$ cat src/rtl/adder_pkg.sv
// Shared constants and result type for the pipelined adder and its collector.
// Both blocks take their default widths and latency from here.
package adder_pkg;

  localparam int ADDER_N_DEFAULT         = 8;
  localparam int ADDER_STAGES_DEFAULT    = 2;
  localparam int COLLECTOR_DEPTH_DEFAULT = 4;

  typedef struct packed {
    logic                       cout;
    logic [ADDER_N_DEFAULT-1:0] sum;
  } adder_result_t;

  // Width of a counter that must hold 0..depth inclusive.
  function automatic int credit_width(input int depth);
    return $clog2(depth) + 1;
  endfunction

endpackage

$ cat src/rtl/adder_result_fifo.sv
// Small synchronous result FIFO; push and pop may coincide at any fill level.
// A pop when full frees the slot that a simultaneous push uses.
module adder_result_fifo
  import adder_pkg::*;
#(
  parameter int WIDTH = ADDER_N_DEFAULT + 1,
  parameter int DEPTH = COLLECTOR_DEPTH_DEFAULT
) (
  input  logic             clk,
  input  logic             reset,
  input  logic             push_i,
  input  logic [WIDTH-1:0] data_i,
  input  logic             pop_i,
  output logic [WIDTH-1:0] data_o,
  output logic             full_o,
  output logic             empty_o,
  output logic [$clog2(DEPTH):0] count_o
);

  localparam int AW = $clog2(DEPTH);
  localparam int CW = AW + 1;

  logic [WIDTH-1:0] mem_q [DEPTH];
  logic [AW-1:0]    wr_q, wr_d;
  logic [AW-1:0]    rd_q, rd_d;
  logic [CW-1:0]    cnt_q, cnt_d;
  logic             do_push;
  logic             do_pop;

  assign empty_o = (cnt_q == '0);
  assign full_o  = (cnt_q == CW'(DEPTH));
  assign count_o = cnt_q;

  assign do_pop  = pop_i & ~empty_o;
  assign do_push = push_i & (~full_o | do_pop);

  // Head is forced to zero when empty so the idle output is deterministic.
  assign data_o = empty_o ? '0 : mem_q[rd_q];

  // Pointer and occupancy next-state; pointers wrap on power-of-two depth.
  always_comb begin
    wr_d  = wr_q;
    rd_d  = rd_q;
    cnt_d = cnt_q;
    if (do_push) wr_d = wr_q + AW'(1);
    if (do_pop)  rd_d = rd_q + AW'(1);
    unique case ({do_push, do_pop})
      2'b10:   cnt_d = cnt_q + CW'(1);
      2'b01:   cnt_d = cnt_q - CW'(1);
      default: cnt_d = cnt_q;
    endcase
  end

  // Control state with synchronous reset.
  always_ff @(posedge clk) begin
    if (reset) begin
      wr_q  <= '0;
      rd_q  <= '0;
      cnt_q <= '0;
    end else begin
      wr_q  <= wr_d;
      rd_q  <= rd_d;
      cnt_q <= cnt_d;
    end
  end

  // Storage needs no reset: an entry is only read after it was written.
  always_ff @(posedge clk) begin
    if (do_push) mem_q[wr_q] <= data_i;
  end

endmodule

$ cat src/rtl/adder_result_collector.sv
// Tracks real issues through the fixed-latency adder and queues their results.
// Credit-based in_ready guarantees every tagged result has a FIFO slot.
module adder_result_collector
  import adder_pkg::*;
#(
  parameter int N      = ADDER_N_DEFAULT,
  parameter int STAGES = ADDER_STAGES_DEFAULT,
  parameter int DEPTH  = COLLECTOR_DEPTH_DEFAULT
) (
  input  logic         clk,
  input  logic         reset,
  input  logic         in_valid,
  output logic         in_ready,
  input  logic [N-1:0] Sum,
  input  logic         Cout,
  output logic         out_valid,
  input  logic         out_ready,
  output logic [N-1:0] out_sum,
  output logic         out_cout,
  output logic         err_overflow
);

  localparam int CW = credit_width(DEPTH);
  localparam int AW = $clog2(DEPTH);

  logic [STAGES-1:0] tag_q, tag_d;
  logic [CW-1:0]     cred_q, cred_d;
  logic              err_q, err_d;

  logic              issue;
  logic              pop;
  logic              push;
  logic              fifo_full;
  logic              fifo_empty;
  logic [N:0]        fifo_head;
  logic [AW:0]       fifo_count;
  logic              unused_count;

  assign issue = in_valid & in_ready;
  assign pop   = out_valid & out_ready;
  assign push  = tag_q[STAGES-1];

  // Registered credits only: a returned credit is usable next cycle.
  assign in_ready     = (cred_q != '0);
  assign out_valid    = ~fifo_empty;
  assign out_cout     = fifo_head[N];
  assign out_sum      = fifo_head[N-1:0];
  assign err_overflow = err_q;
  assign unused_count = ^fifo_count;

  adder_result_fifo #(
    .WIDTH (N + 1),
    .DEPTH (DEPTH)
  ) u_fifo (
    .clk     (clk),
    .reset   (reset),
    .push_i  (push),
    .data_i  ({Cout, Sum}),
    .pop_i   (pop),
    .data_o  (fifo_head),
    .full_o  (fifo_full),
    .empty_o (fifo_empty),
    .count_o (fifo_count)
  );

  // Tag shift, credit accounting and sticky overflow next-state.
  always_comb begin
    tag_d  = (tag_q << 1) | STAGES'(issue);
    cred_d = cred_q;
    unique case ({issue, pop})
      2'b10:   cred_d = cred_q - CW'(1);
      2'b01:   cred_d = cred_q + CW'(1);
      default: cred_d = cred_q;
    endcase
    err_d = err_q | (push & fifo_full & ~pop);
  end

  // Reset discards in-flight tags and restores the full credit pool.
  always_ff @(posedge clk) begin
    if (reset) begin
      tag_q  <= '0;
      cred_q <= CW'(DEPTH);
      err_q  <= 1'b0;
    end else begin
      tag_q  <= tag_d;
      cred_q <= cred_d;
      err_q  <= err_d;
    end
  end

endmodule

$ cat config.mk
export PLATFORM = sky130hd
export DESIGN_NAME = adder_result_collector
export DESIGN_NICKNAME = d
export VERILOG_FILES = /design/src/rtl/adder_pkg.sv /design/src/rtl/adder_result_fifo.sv /design/src/rtl/adder_result_collector.sv
export SDC_FILE = /design/constraint.sdc
export NUM_CORES = 1
export LEC_CHECK = 0
export CAP_MARGIN = 20
export CORE_MARGIN = 8
export CORE_UTILIZATION = 54
export CTS_CLUSTER_DIAMETER = 60
export DETAILED_ROUTE_END_ITERATION = 16
export PLACE_DENSITY_LB_ADDON = 0.2
export SLEW_MARGIN = 20
export SYNTH_ARGS = -nofsm -noshare
export SYNTH_HDL_FRONTEND = slang
export SYNTH_SLANG_ARGS = --single-unit
$ cat constraint.sdc
create_clock -name clk -period 2.5 [get_ports clk]
set_input_delay 0.5 -clock clk [delete_from_list [all_inputs] [get_ports clk]]
set_output_delay 0.5 -clock clk [all_outputs]
set_load 0.005 [all_outputs]
==> results.toml, run 1 <==
[worst_setup_path]
required_ps = 2000
path_buf_inv = 2
r2r_cells = 8
worstSetupStartpointType = "register"
critical_path_class = "register to output pin"
critPathArrivalTime_ps = 1900
crit_chain = "buf_4 > mux4_2 > nor2b_1 > clkdlybuf4s50_1"
r2r_slack_ps = 180
critical_path.top_delay_family = "buffers and inverters"
worstSetupEndpointType = "output pin"
path_max_fanout = 5
cp_slowest_cell = "mux4_2"
slowest_delay_ps = 500
crit_cells = 4

[detailed_routing]
drt_wl_total_mm = 3.55
antenna_left = 0
vias = 1149
drt-initial-drc-count = 74
remaining_drc_errors = 0
post_drt_via_cell_ratio = 5.20
firstDrtPassIters = 4
wl_per_cell_um = 16.1

[worst_hold_path]
min-delay-path-class = "register to register"
hold_path_depth = 1

[global_route]
grt_overflow = 0
antenna_found_initial = 0
grt_pass1_vias = 1226
grt_max_degree = 17
track_usage_pct = 12.0
grt_pass1_wl_mm = 5.62

[placed_design]
port_buffers = 24
gp_congestion = 0.745
place_ws_ps = -254
place_inst = 213
dp_hpwl_mm = 2.58
postPlaceCellArea_mm2 = 0.00246

[logic_synthesis]
synth-main-ff-cell = "edfxtp_1"
yosys_warnings = 0
synth_edf_count = 36
synth.most_common_cell = "edfxtp_1"
async_reset_ff_share_pct = 0
synth_top_area_cell = "edfxtp_1"
synthCells = 134
syn_nets = 155
yosys.area.top_type_share_pct = 51.6
syn_avg_cell_area_um2 = 15.6
synth_top_cells_by_count = "36 x edfxtp_1, 15 x dfxtp_1, 11 x nor2_1"
synth.area.top_cells = "edfxtp_1 52%, dfxtp_1 14%, mux4_2 9.7%, ha_1 3.6%, nor2b_1 3.0%"
ys_ff_latch = 51
synth.cell_area_mm2 = 0.00209
synth.distinct_cells = 26
yosysSeqAreaShare_pct = 65.9

[timing]
max_freq_mhz = 416
period_share_pct = 96.0
slew_viol_final = 0
fin_tns_setup_ps = 0
worst_pin_slew_ps = 524
rsz0062_at_grt = "false"
final.setup_skew_ps = 11.3
setup_viol_count_final = 0
finalHoldViolCount = 0
maxSlewHeadroom_pct = 65.0
finalWorstSetupSlack_ps = 98.8
period_needed_ps = 2400
holdWs_ps = 452

[pwr]
peakVddDrop_v = 0.000449
p_leak_nw = 0.891
p_switching_uw = 633
p_total_mw = 2.22
swShare_pct = 28.6
p_comb_share_pct = 33.0
pwr_density_cell_mw_per_mm2 = 871
pwr-share-clk_pct = 20.4
p_int_mw = 1.58
p_seq_share_pct = 46.6

[clocking]
cts_setup_buffers = 0
hold_buffers = 0
clk_pin_slew_ps = 90
cts.path.max_buffers = 2
clock-sinks = 51
clock_latency_ps = 300
cts-root-buf = "clkbuf_8"
cts_buffers = 5
htreeDepth = 2
cts_tree = "built"

[floorplanning]
fp.dieArea_mm2 = 0.00613
fp.dieH_um = 78.3
ios = 25
core.rowCount = 22
start_util_pct = 56.8
die_w_um = 78.3
core-area_mm2 = 0.00369

[layout]
nets = 193
final_cell_area_mm2 = 0.00255
area_growth_pct = 21.6
final_util_pct = 69.1
layout-drive-gt1-share_pct = 18.5
diodes = 0
fin_cells = 221

[run]
drv_cap = 0

[outcome]
status = "finished clean"
[repair_timing]
item                                    CTS  global route
resized for setup                         0             1
endpoints found under the hold margin     0             0
endpoints found under the setup margin    0             2
[worst paths after layout]
path,startpoint,endpoint
setup / recovery,register,out_sum[4]
hold / removal,tag_q[0],tag_q[1]
setup reg to reg,cred_q[0],cred_q[2]
hold reg to reg,tag_q[0],tag_q[1]
[registers in the layout, summed over array words and instances (netlist names), named ones only]
register and count:
u_fifo.rd_q 2, tag_q 2, err_overflow 1, u_fifo.wr_q 2, u_fifo.mem_q 36, cred_q 3
u_fifo.count_o 3
[cell type report]
type | instances | area, um2
clock buffer | 5 | 68.8
multi-input combinational | 70 | 658
sequential | 51 | 1380
clock inverter | 3 | 20.0
tap | 48 | 60.1
timing repair buffer | 35 | 325
fill | 270 | 1140
inverter | 9 | 33.8
[cells by family (layout without fill, tap and decap cells)]
group                    count (synthesis)  in the layout  share of synthesized area [%]
flip-flops                              51             51                           66.0
AND/OR/NAND/NOR                         37             37                           10.5
XOR/XNOR                                 5              5                           2.09
adder cells (fa/ha/maj)                  8              8                           5.50
AO/OA/AOI/OAI                            8              8                           2.03
multiplexers                            12             12                           11.3
buffers and inverters                   13             52                           2.63
[cell usage in the layout, fill, tap and decap left out, types with 4 or more instances in the layout]
cell type,instances
inv_1,9
edfxtp_1,36
nor2b_1,10
clkdlybuf4s50_1,23
and2_1,4
mux4_2,9
dfxtp_1,15
clkbuf_8,5
xor2_1,5
ha_1,6
nor2_1,11
a21oi_1,4
buf_4,11
[metal layers]
layer	up-vias	global-route usage [%]	share of wire (%)
li1	555	-	-
met1	569	12.5	40
met2	23	21.0	54
met3	2	5.47	5.4
met4	0	3.52	0.34
met5	-	0	0
[power by group through the flow]
stage          clock network [mW]  logic, mW  registers, mW
6_report                    0.452      0.732           1.03
5_1_grt                     0.498      0.802           1.04
4_1_cts                     0.464      0.744           1.03
3_5_place_dp                    0      0.742           1.05
3_3_place_gp                    0      0.711           1.04
2_1_floorplan                   0      0.422           1.03
No activity file was read; power rests on OpenSTA's default activity.
==> run 2: changes to the inputs <==
--- a/config.mk
+++ b/config.mk
@@ -6,12 +6,11 @@
 export NUM_CORES = 1
 export LEC_CHECK = 0
 export CAP_MARGIN = 20
-export CORE_MARGIN = 8
+export CORE_MARGIN = 2
 export CORE_UTILIZATION = 54
 export CTS_CLUSTER_DIAMETER = 60
 export DETAILED_ROUTE_END_ITERATION = 16
 export PLACE_DENSITY_LB_ADDON = 0.2
-export SLEW_MARGIN = 20
 export SYNTH_ARGS = -nofsm -noshare
 export SYNTH_HDL_FRONTEND = slang
 export SYNTH_SLANG_ARGS = --single-unit
==> run 2 against run 1 <==
Against the previous run:
- die area fell by 28%
- combinational power rose by 3.8%
- hold slack improved by 4.1 ps
- non-clock buffer count did not move
- routed wire length fell by 3.7%
- sequential cell count did not move
- sequential power barely moved
- sequential share of layout area fell by 0.27 points
- setup slack improved by 0.76 ps
==> results.toml, run 2 (same netlist as run 1, synthesis figures left out) <==
[timing]
fin_tns_setup_ps = 0
period_needed_ps = 2400
maxSlewHeadroom_pct = 65.3
setup_viol_count_final = 0
rsz0062_at_grt = "false"
slew_viol_final = 0
period_share_pct = 96.0
max_freq_mhz = 417
finalHoldViolCount = 0
final.setup_skew_ps = 5.31
worst_pin_slew_ps = 519

[worst_setup_path]
cp_slowest_cell = "mux4_2"
required_ps = 2000
path_max_fanout = 4
crit_cells = 4
critical_path.top_delay_family = "buffers and inverters"
r2r_cells = 8
worstSetupEndpointType = "output pin"
worstSetupStartpointType = "register"
reg2reg_from = "cred_q[0]"
critical_path_class = "register to output pin"
crit_chain = "clkbuf_16 > mux4_2 > nor2b_1 > clkdlybuf4s50_1"
critPathArrivalTime_ps = 1900
r2r_slack_ps = 150
slowest_delay_ps = 480
path_buf_inv = 2

[pwr]
pwr_density_cell_mw_per_mm2 = 873
p_switching_uw = 620
p_leak_nw = 0.893
p_comb_share_pct = 34.0
p_seq_share_pct = 46.4
swShare_pct = 27.7
p_int_mw = 1.62
peakVddDrop_v = 0.000448
pwr-share-clk_pct = 19.6
p_total_mw = 2.24

[floorplanning]
core-area_mm2 = 0.00369
ios = 25
die_w_um = 66.3
fp.dieArea_mm2 = 0.00439
start_util_pct = 56.8
fp.dieH_um = 66.3
core.rowCount = 22

[layout]
fin_cells = 221
diodes = 0
nets = 193
mostFrequentLayoutCell = "edfxtp_1"
final_cell_mix = "36 x edfxtp_1, 23 x clkdlybuf4s50_1, 14 x dfxtp_1"
final_util_pct = 69.5
layout-drive-gt1-share_pct = 17.9
top_register = "u_fifo.mem_q"
area_growth_pct = 22.3
largest_reg_flops = 36

[clocking]
clock-sinks = 51
cts_tree = "built"
clock_latency_ps = 300
htreeDepth = 2
cts.path.max_buffers = 2
clk_pin_slew_ps = 80
cts_setup_buffers = 0
cts_buffers = 5
cts-root-buf = "clkbuf_8"

[global_route]
grt_util_met3_pct = 5.28
grt_max_degree = 17
use_met2_pct = 31.6
grt_pass1_vias = 1196
antenna_found_initial = 0
track_usage_pct = 18.6
grt.met1_usage_pct = 22.3
grt_pass1_wl_mm = 5.75
grt_overflow = 0
grt_most_used_layer = "met2"

[placed_design]
place_inst = 212
port_buffers = 24
dp_hpwl_mm = 2.36
gp_congestion = 0.877

[outcome]
status = "finished clean"

[worst_hold_path]
min-delay-path-class = "register to register"
hold_path_depth = 1
min_from = "tag_q[0]"

[detailed_routing]
antenna_left = 0
drt-initial-drc-count = 47
remaining_drc_errors = 0
wl_per_cell_um = 15.5
firstDrtPassIters = 4
drt_wl_total_mm = 3.42
vias = 1163
post_drt_via_cell_ratio = 5.26

[run]
drv_cap = 0
==> run 2: layout make-up <==
cell class / count / area (um2)
flip-flops and latches: 51 / 1380
fillers: 273 / 1130
multi-input cells: 70 / 658
repair buffers: 35 / 347
clock buffers: 7 / 76.3
well taps: 48 / 60.1
inverters: 9 / 33.8
clock inverters: 1 / 5.00
==> run 2: final timing paths <==
check | endpoint
min | tag_q[1]
min reg2reg | tag_q[1]
max | out_sum[3]
max reg2reg | cred_q[2]
==> run 2: repair_timing <==
item | CTS | global route
cloned | 0 | 1
gates resized for setup | 2 | 2
setup endpoints to repair | 2 | 2
pin swaps | 0 | 0
hold buffers | 0 | 0
==> run 2: power groups by stage <==
stage,sequential (mW),clock [mW],combinational [mW]
after global placement,1.04,0,0.702
final,1.04,0.438,0.760
after global routing,1.05,0.483,0.836
after CTS,1.03,0.454,0.742
after detailed placement,1.05,0,0.733
after floorplan,1.03,0,0.422
==> run 2: through the flow <==
step	cell area, um2	hold WS (ps)	worst slack [ps]
floorplan	2090	414	286
global placement	2450	430	-160
detailed placement	2450	451	-313
CTS	2530	461	40.6
global route	2560	490	13.1
finish	2560	456	99.5
==> run 2: worst register-to-register path: cells and delay by family (launching register included) <==
kind                     cells  cell delay, ps
XOR/XNOR                     1             170
flip-flops                   1             350
AND/OR/NAND/NOR              3             930
AO/OA/AOI/OAI                1             180
buffers and inverters        1              50
adder cells (fa/ha/maj)      2             550
==> run 2: metal layers <==
metal	share of wire (%)	up-vias
li1	-	552
met1	41	572
met2	51	32
met3	5.8	7
met4	1.6	0
met5	0	-
